File: src/rtl/bus_arbiter_rr.sv
// Round-robin arbiter for the shared processor bus: registered one-hot grants, a dead cycle between owners.
// Define BUS_ARBITER_WATCHDOG_EN to add the stuck-transaction watchdog that aborts via busErrorOut.

module bus_arbiter_rr #(
  parameter int NUM_REQ         = 4,
  parameter int IDX_WIDTH       = 2,
  parameter int WATCHDOG_CYCLES = 1024
) (
  input  logic                 cpuClock,
  input  logic                 cpuReset,
  input  logic [NUM_REQ-1:0]   busRequests,
  output logic [NUM_REQ-1:0]   busGrants,
  input  logic                 beginTransactionIn,
  input  logic                 endTransactionIn,
  input  logic                 dataValidIn,
  input  logic                 busErrorIn,
  output logic                 busErrorOut,
  output logic [IDX_WIDTH-1:0] ownerIndex,
  output logic                 busIdle
);

  typedef enum logic [1:0] {IDLE, GRANTED, BUSY} state_t;

  localparam int SUM_WIDTH = IDX_WIDTH + 1;

  state_t               state, next_state;
  logic [IDX_WIDTH-1:0] ptr, next_ptr, next_owner, winner;
  logic [NUM_REQ-1:0]   next_grants;
  logic [SUM_WIDTH-1:0] scan_sum;
  logic                 found, release_now, abort;

  // First requester at or above the pointer, wrapping modulo NUM_REQ (which need not be a power of two).
  always_comb begin
    winner   = '0;
    found    = 1'b0;
    scan_sum = '0;
    for (int i = 0; i < NUM_REQ; i++) begin
      scan_sum = {1'b0, ptr} + SUM_WIDTH'(i);
      if (scan_sum >= SUM_WIDTH'(NUM_REQ))
        scan_sum = scan_sum - SUM_WIDTH'(NUM_REQ);
      if (!found && busRequests[scan_sum[IDX_WIDTH-1:0]]) begin
        found  = 1'b1;
        winner = scan_sum[IDX_WIDTH-1:0];
      end
    end
  end

  always_comb begin
    next_state  = state;
    next_ptr    = ptr;
    next_grants = busGrants;
    next_owner  = ownerIndex;
    release_now = 1'b0;

    case (state)
      IDLE: begin
        if (found) begin
          next_state          = GRANTED;
          next_grants         = '0;
          next_grants[winner] = 1'b1;
          next_owner          = winner;
        end
      end
      GRANTED: begin
        if (beginTransactionIn)
          next_state = BUSY;
        else if (!busRequests[ownerIndex])
          release_now = 1'b1;
      end
      BUSY: begin
        if (endTransactionIn || busErrorIn)
          release_now = 1'b1;
      end
      default: next_state = IDLE;
    endcase

    if (abort)
      release_now = 1'b1;

    // Release never grants in the same edge, which creates the dead cycle between owners.
    if (release_now) begin
      next_state  = IDLE;
      next_grants = '0;
      next_owner  = '0;
      next_ptr    = (ownerIndex == IDX_WIDTH'(NUM_REQ - 1)) ? '0 : ownerIndex + 1'b1;
    end
  end

  always_ff @(posedge cpuClock or posedge cpuReset) begin
    if (cpuReset) begin
      state      <= IDLE;
      ptr        <= '0;
      busGrants  <= '0;
      ownerIndex <= '0;
    end else begin
      state      <= next_state;
      ptr        <= next_ptr;
      busGrants  <= next_grants;
      ownerIndex <= next_owner;
    end
  end

  assign busIdle = (state == IDLE);

`ifdef BUS_ARBITER_WATCHDOG_EN
  localparam logic [15:0] WD_LAST = 16'(WATCHDOG_CYCLES - 1);

  logic [15:0] wd_count;
  logic        activity;

  assign activity = beginTransactionIn | dataValidIn | endTransactionIn;
  assign abort    = (state != IDLE) && !activity && (wd_count == WD_LAST);

  // Counter saturates at WD_LAST; the abort releases ownership, which clears it again.
  always_ff @(posedge cpuClock or posedge cpuReset) begin
    if (cpuReset) begin
      wd_count    <= '0;
      busErrorOut <= 1'b0;
    end else begin
      busErrorOut <= abort;
      if (state == IDLE || activity || release_now)
        wd_count <= '0;
      else if (wd_count != WD_LAST)
        wd_count <= wd_count + 16'd1;
    end
  end
`else
  logic unused_wd;

  assign abort       = 1'b0;
  assign busErrorOut = 1'b0;
  assign unused_wd   = dataValidIn ^ (WATCHDOG_CYCLES != 0);
`endif

endmodule
File: config.mk
export PLATFORM = sky130hd
export DESIGN_NAME = bus_arbiter_rr
export DESIGN_NICKNAME = d
export VERILOG_FILES = /design/src/rtl/bus_arbiter_rr.sv
export SDC_FILE = /design/constraint.sdc
export NUM_CORES = 1
export LEC_CHECK = 0
export ABC_AREA = 1
export ABC_CLOCK_PERIOD_IN_PS = 3500
export CELL_PAD_IN_SITES_DETAIL_PLACEMENT = 0
export CELL_PAD_IN_SITES_GLOBAL_PLACEMENT = 1
export CORE_MARGIN = 2
export CORE_UTILIZATION = 25
export DETAILED_ROUTE_END_ITERATION = 12
export HOLD_SLACK_MARGIN = 0.1
export PLACE_DENSITY = 0.61
export SLEW_MARGIN = 20
export SYNTH_ARGS = -nofsm -noshare
export SYNTH_HDL_FRONTEND = slang
export SYNTH_SLANG_ARGS = --single-unit
File: constraint.sdc
create_clock -name cpuClock -period 3.5 [get_ports cpuClock]
set_input_delay 0.7 -clock cpuClock [delete_from_list [all_inputs] [get_ports cpuClock]]
set_output_delay 0.7 -clock cpuClock [all_outputs]
set_load 0.01 [all_outputs]
==> impl_metrics.env, run 1 <==
export IMPL_hold_path_class="reg -> reg"
export IMPL_endpoint_kind="output port"
export IMPL_irDropWorstVdd_v=0.000313
export IMPL_worstPathArrival_ns=1.58
export IMPL_dr_first_iter_drc_count=62
export IMPL_dp_cells=184
export IMPL_n_fill_cell=379
export IMPL_setup_violations=0
export IMPL_yosysTopAreaCell="dfrtp_1"
export IMPL_power_per_cell_area_nw_per_um2=936
export IMPL_yosys_cell_types_count=24
export IMPL_hold_viol_final=0
export IMPL_synth_warnings=0
export IMPL_grt_ovfl_total=0
export IMPL_finalWirelength_um=1820
export IMPL_cts_hold_buf=0
export IMPL_swShare_pct=52.4
export IMPL_ios=18
export IMPL_p_clk_share_pct=7.5
export IMPL_drc=0
export IMPL_core_um2=3340
export IMPL_grt_pass1_wl_um=3370
export IMPL_syn_to_final_growth_pct=24.4
export IMPL_synth_ff_type="dfrtp_1"
export IMPL_synth_avg_cell_area_um2=6.94
export IMPL_rsz0062_at_grt="false"
export IMPL_p_sw_mw=0.529
export IMPL_seq_area_um2=250
export IMPL_clk_pin_slew_ns=0.06
export IMPL_multi_input_area_um2=526
export IMPL_synthCells=125
export IMPL_post_cts_setup_buffers=0
export IMPL_max_stage_delay_ns=0.56
export IMPL_status="finished clean"
export IMPL_timing_fmax_mhz=439
export IMPL_num_nets_final=158
export IMPL_setup_ws_ns=1.22
export IMPL_numCtsBuffers=3
export IMPL_skew_ns=0.000786
export IMPL_cts_max_level=1
export IMPL_intPower_mw=0.481
export IMPL_ys_top_cells_by_area="dfrtp_1 (29%), nand2_1 (19%), ha_1 (7.2%), inv_1 (6.9%), nand3_2 (5.8%)"
export IMPL_fin_crit_ns=2.28
export IMPL_timing_rr_end="busGrants[2]"
export IMPL_routabilityCongestion=0.813
export IMPL_stdcell_count=187
export IMPL_drt_pass1_iter_count=4
export IMPL_async_flop_share_pct=100
export IMPL_timing_setup_critical_path_class="reg -> out"
export IMPL_cp_required_ns=2.80
export IMPL_die_w_um=62.9
export IMPL_drt_wirelength_per_cell_um=9.71
export IMPL_leakage_nw=0.561
export IMPL_rr_worst_depth=12
export IMPL_numClockSinks=10
export IMPL_crit_path_start_kind="flop"
export IMPL_crit_fanout=4
export IMPL_syn_nets=140
export IMPL_startpoint="state[1]"
export IMPL_place_ws_ns=1.18
export IMPL_ys_seq_area_share_pct=28.9
export IMPL_cpMaxStageDelayCell="clkdlybuf4s50_1"
export IMPL_yosysTopAreaCellShare_pct=28.9
export IMPL_cts_tree="built"
export IMPL_via_per_inst=4.21
export IMPL_cts_resized=0
export IMPL_grt_usage_pct=10.3
export IMPL_grt_max_degree=11
export IMPL_ant_nets=0
export IMPL_vias=787
export IMPL_dieArea_um2=3960
export IMPL_r2r_start="ptr[0]"
export IMPL_initial_core_util_pct=26.0
export IMPL_seqPwrFrac_pct=21.8
export IMPL_first_global_vias=774
export IMPL_io_buffers=15
export IMPL_antenna_found_initial=0
export IMPL_rows=21
export IMPL_synth_area_um2=867
export IMPL_slew_viol_final=0
export IMPL_root_buffer="clkbuf_4"
export IMPL_synth_seq_cells=10
export IMPL_finalSetupTns_ns=0
export IMPL_cts_buffer_depth=2
export IMPL_final_layout_size_suffix_gt1_share_pct=15.6
export IMPL_clk_latency_ns=0.26
export IMPL_synth_edf_count=0
export IMPL_fin_crit_sh_pct=65.1
export IMPL_die_y_um=62.9
export IMPL_cp_cell_sequence="inv_1 > ha_1 > clkdlybuf4s50_1"
export IMPL_combPwrFrac_pct=70.7
export IMPL_maxCapViolCount=0
export IMPL_dp_hpwl_um=1520
export IMPL_reg2reg_slack_ns=1.78
export IMPL_diodes=0
export IMPL_crit_end="busIdle"
worst min-delay path by stage:
stage                     depth (start not counted)    startpoint      endpoint  slack (ns)
after global routing                              2  busGrants[3]  busGrants[3]        0.51
after detailed placement                          2  busGrants[1]  busGrants[1]        0.47
after floorplan                                   2  busGrants[3]  busGrants[3]        0.51
after CTS                                         2  busGrants[3]  busGrants[3]        0.49
after global placement                            2  busGrants[2]  busGrants[2]        0.47
final                                             2  busGrants[3]  busGrants[3]        0.48
sequential cells by signal, indices dropped and copies added, names as in the netlist:
name,count
ownerIndex,2
state,2
busGrants,4
ptr,2
Yosys cell counts, types with 2 or more instances:
library cell and n:
nor2_1 7, inv_1 16, nand3_2 5, nand2_2 7, o22ai_1 3, dfrtp_1 10
ha_1 5, a21oi_1 2, nand3_1 7, nand2_4 3, nor2_4 2, o21ai_0 3
nand2_1 44
power by group through the flow:
stage / clock network, mW / registers (mW) / logic [mW]
2_1_floorplan: 0 / 0.211 / 0.555
3_3_place_gp: 0 / 0.221 / 0.718
3_5_place_dp: 0 / 0.223 / 0.724
4_1_cts: 0.0772 / 0.221 / 0.727
5_1_grt: 0.0829 / 0.229 / 0.816
6_report: 0.0760 / 0.220 / 0.714
area by class of cell:
class                   count  share of cell area (%)
multi-input cells          95                    48.7
flip-flops and latches     10                    23.2
repair buffers             15                    13.9
inverters                  18                    6.73
well taps                  46                    5.34
clock buffers               3                    2.09
kinds of logic after synthesis:
family          count (synthesis)  share of synthesized area (%)
compound gates                 11                           7.22
fa+ha+maj                       5                           7.22
buf+inv                        20                           10.5
flops                          10                           28.9
other cells                     1                          0.432
simple gates                   78                           45.7
metrics by stage:
| step | util, % | hold slack [ns] | area [um^2] | power [mW] |
|---|---|---|---|---|
| 6_report | 32.3 | 0.485 | 1080 | 1.01 |
| 5_1_grt | 32.3 | 0.508 | 1080 | 1.13 |
| 4_1_cts | 32.3 | 0.492 | 1080 | 1.03 |
| 3_5_place_dp | 31.6 | 0.473 | 1060 | 0.947 |
| 3_3_place_gp | 31.6 | 0.467 | 1060 | 0.939 |
| 2_1_floorplan | - | 0.513 | 867 | 0.766 |
cells in the final DEF, fill, tap and decap left out:
cell / synthesis / final
nand3b_1: 1 / 1
o21ai_0: 3 / 3
o31ai_1: 1 / 1
a21oi_1: 2 / 2
inv_6: 1 / 1
nor2_1: 7 / 7
nand2_2: 7 / 7
dfrtp_1: 10 / 10
ha_1: 5 / 5
nand3_2: 5 / 5
nand3_1: 7 / 7
inv_1: 16 / 16
clkbuf_4: 0 / 3
nor2_2: 1 / 1
conb_1: 1 / 1
o22ai_1: 3 / 3
nand2_4: 3 / 3
clkdlybuf4s50_1: 0 / 15
o21ai_1: 1 / 1
nor2_4: 2 / 2
clkinv_1: 1 / 1
nand2_1: 44 / 44
nand4_1: 1 / 1
a31oi_1: 1 / 1
per-layer routing:
layer / wire length (um) / GRT usage, % / up-vias
met4: 4 / 3.33 / 0
met3: 39 / 1.08 / 2
li1: - / - / 421
met2: 865 / 16.8 / 13
met1: 906 / 14.3 / 351
met5: 0 / 0 / -
critical path: cells and delay by family (launching register included):
family / cells / cell delay [ns]
buffers and inverters: 2 / 0.68
flip-flops: 1 / 0.38
adder cells (fa/ha/maj): 1 / 0.25
Note: power is estimated with default switching activity, not from simulation.
==> run 2: changes to the inputs <==
- ABC_CLOCK_PERIOD_IN_PS: 3500 -> 2000
- PLACE_DENSITY: 0.61 -> 0.63
- clock period: 3.5 -> 2 ns (I/O delays scaled with it)
==> run 2 against run 1 <==
  * Wire length is 5.2% higher
  * Total power grew 79%
  * Global-route usage grew 0.31 points
  * Sequential power rose by 76%
  * Critical path type unchanged
  * Critical endpoint unchanged
==> impl_metrics.env, run 2 (synthesis results as in run 1) <==
export IMPL_r2r_start="ptr[0]"
export IMPL_seq_area_um2=250
export IMPL_path_buf_inv=2
export IMPL_core_um2=3340
export IMPL_final_core_util_pct=32.9
export IMPL_largest_register="busGrants"
export IMPL_io_buffers=15
export IMPL_num_nets_final=159
export IMPL_cp_cell_sequence="inv_1 > ha_4 > clkdlybuf4s50_1"
export IMPL_cpMaxStageDelayCell="clkdlybuf4s50_1"
export IMPL_busiest_layer="met2"
export IMPL_numCtsBuffers=3
export IMPL_skew_ns=0.00154
export IMPL_final_cell_mix="nand2_1 (44), inv_1 (15), clkdlybuf4s50_1 (15), dfrtp_1 (10)"
export IMPL_hold_viol_final=0
export IMPL_slew_viol_final=0
export IMPL_largest_reg_flops=4
export IMPL_grt_use_met3_pct=1.98
export IMPL_dieArea_um2=3960
export IMPL_finalWirelength_um=1910
export IMPL_fin_crit_ns=1.91
export IMPL_crit_end="busIdle"
export IMPL_root_buffer="clkbuf_4"
export IMPL_intPower_mw=0.870
export IMPL_setup_ws_ns=0.0904
export IMPL_worstPathArrival_ns=1.51
export IMPL_antenna_found_initial=0
export IMPL_clk_pin_slew_ns=0.06
export IMPL_placed_area_um2=1060
export IMPL_via_per_inst=4.26
export IMPL_startpoint="state[1]"
export IMPL_setup_violations=0
export IMPL_cts_max_level=1
export IMPL_cp_depth=3
export IMPL_grt_pass1_wl_um=3410
export IMPL_irDropWorstVdd_v=0.000553
export IMPL_vias=800
export IMPL_crit_fanout=4
export IMPL_cp_top_family="buffers and inverters"
export IMPL_endpoint_kind="output port"
export IMPL_final_common_cell="nand2_1"
export IMPL_status="finished clean"
export IMPL_syn_to_final_growth_pct=26.7
export IMPL_routabilityCongestion=0.783
export IMPL_rows=21
export IMPL_cp_required_ns=1.60
export IMPL_n_fill_cell=367
export IMPL_leakage_nw=0.565
export IMPL_seqPwrFrac_pct=21.4
export IMPL_p_clk_share_pct=7.4
export IMPL_grt_max_degree=11
export IMPL_multi_input_area_um2=538
export IMPL_rr_worst_depth=10
export IMPL_hold_path_class="in -> async"
export IMPL_timing_setup_critical_path_class="reg -> out"
export IMPL_final_cell_area_um2=1100
export IMPL_cts_buffer_depth=2
export IMPL_numClockSinks=10
export IMPL_ios=18
export IMPL_swShare_pct=52.0
export IMPL_diodes=0
export IMPL_combPwrFrac_pct=71.2
export IMPL_place_ws_ns=0.00659
export IMPL_reg2reg_slack_ns=0.33
export IMPL_finalSetupTns_ns=0
export IMPL_power_per_cell_area_nw_per_um2=1650
export IMPL_fin_crit_sh_pct=95.5
export IMPL_crit_path_start_kind="flop"
export IMPL_die_w_um=62.9
export IMPL_drt_wirelength_per_cell_um=10.2
export IMPL_grt_usage_pct=10.6
export IMPL_ant_nets=0
export IMPL_drt_pass1_iter_count=4
export IMPL_first_global_vias=750
export IMPL_dp_hpwl_um=1550
export IMPL_clk_latency_ns=0.26
export IMPL_drc=0
export IMPL_cts_tree="built"
export IMPL_final_layout_size_suffix_gt1_share_pct=17.6
export IMPL_timing_rr_end="busGrants[2]"
export IMPL_maxCapViolCount=0
export IMPL_timing_fmax_mhz=524
export IMPL_rsz0062_at_grt="false"
export IMPL_initial_core_util_pct=26.0
export IMPL_grt_ovfl_total=0
export IMPL_max_stage_delay_ns=0.53
export IMPL_met2_usage_pct=16.1
export IMPL_die_y_um=62.9
export IMPL_dr_first_iter_drc_count=46
export IMPL_p_sw_mw=0.941
export IMPL_met1_usage_pct=15.2
-- run 2: cell types whose count changed in the layout (fill, tap and decap cells not counted) --
cell and delta:
inv_2 +1, buf_4 +1, inv_1 -1, ha_4 +1
ha_1 -1
-- run 2: power groups by stage --
stage / Sequential (mW) / Combinational, mW / Clock [mW]
after floorplan: 0.369 / 0.972 / 0
after global placement: 0.385 / 1.26 / 0
after detailed placement: 0.392 / 1.27 / 0
after CTS: 0.387 / 1.29 / 0.141
after global routing: 0.406 / 1.47 / 0.157
final: 0.388 / 1.29 / 0.134
-- run 2: repair_timing --
item / CTS / global route
setup endpoints to repair: 1 / 1
gates resized for setup: 1 / 2
hold buffers: 0 / 0
buffers inserted: 0 / 0
pin swaps: 0 / 0
-- run 2: metal layers --
metal	wire length [um]	share of wire [%]
met1	982	51
met2	869	46
met3	57	3.0
met4	0	0
met5	0	0
-- run 2: worst min-delay path by stage --
stage	endpoint	slack (ns)	cells after the start
finish	busGrants[1]	0.41	2
global route	busGrants[1]	0.44	2
CTS	ptr[0]	0.43	2
detailed placement	busGrants[0]	0.47	2
global placement	busGrants[1]	0.47	2
floorplan	busGrants[0]	0.24	1
-- run 2: cell type report --
| class | count | share of cell area [%] |
|---|---|---|
| Inverter | 18 | 6.61 |
| Clock buffer | 3 | 2.05 |
| Multi-Input combinational cell | 95 | 49.0 |
| Sequential cell | 10 | 22.8 |
| Timing Repair Buffer | 16 | 14.4 |
| Tap cell | 46 | 5.24 |
-- run 2: worst reg2reg max path: stages, from the launching register on --
cell	delay, ns
dfrtp_1	0.58
nand2_1	0.13
nand3_1	0.16
nand2_2	0.10
nor2_4	0.18
nand3_2	0.11
nand3_2	0.09
nand2_4	0.07
nor2_4	0.09
nand2_1	0.05
nand2_1	0.06
-- run 2: metrics by stage --
step / instances / hold WS [ns] / total power, mW
global placement: 185 / 0.468 / 1.65
detailed placement: 185 / 0.469 / 1.66
CTS: 188 / 0.428 / 1.81
global route: 188 / 0.443 / 2.03
floorplan: 125 / 0.240 / 1.34
finish: 188 / 0.414 / 1.81
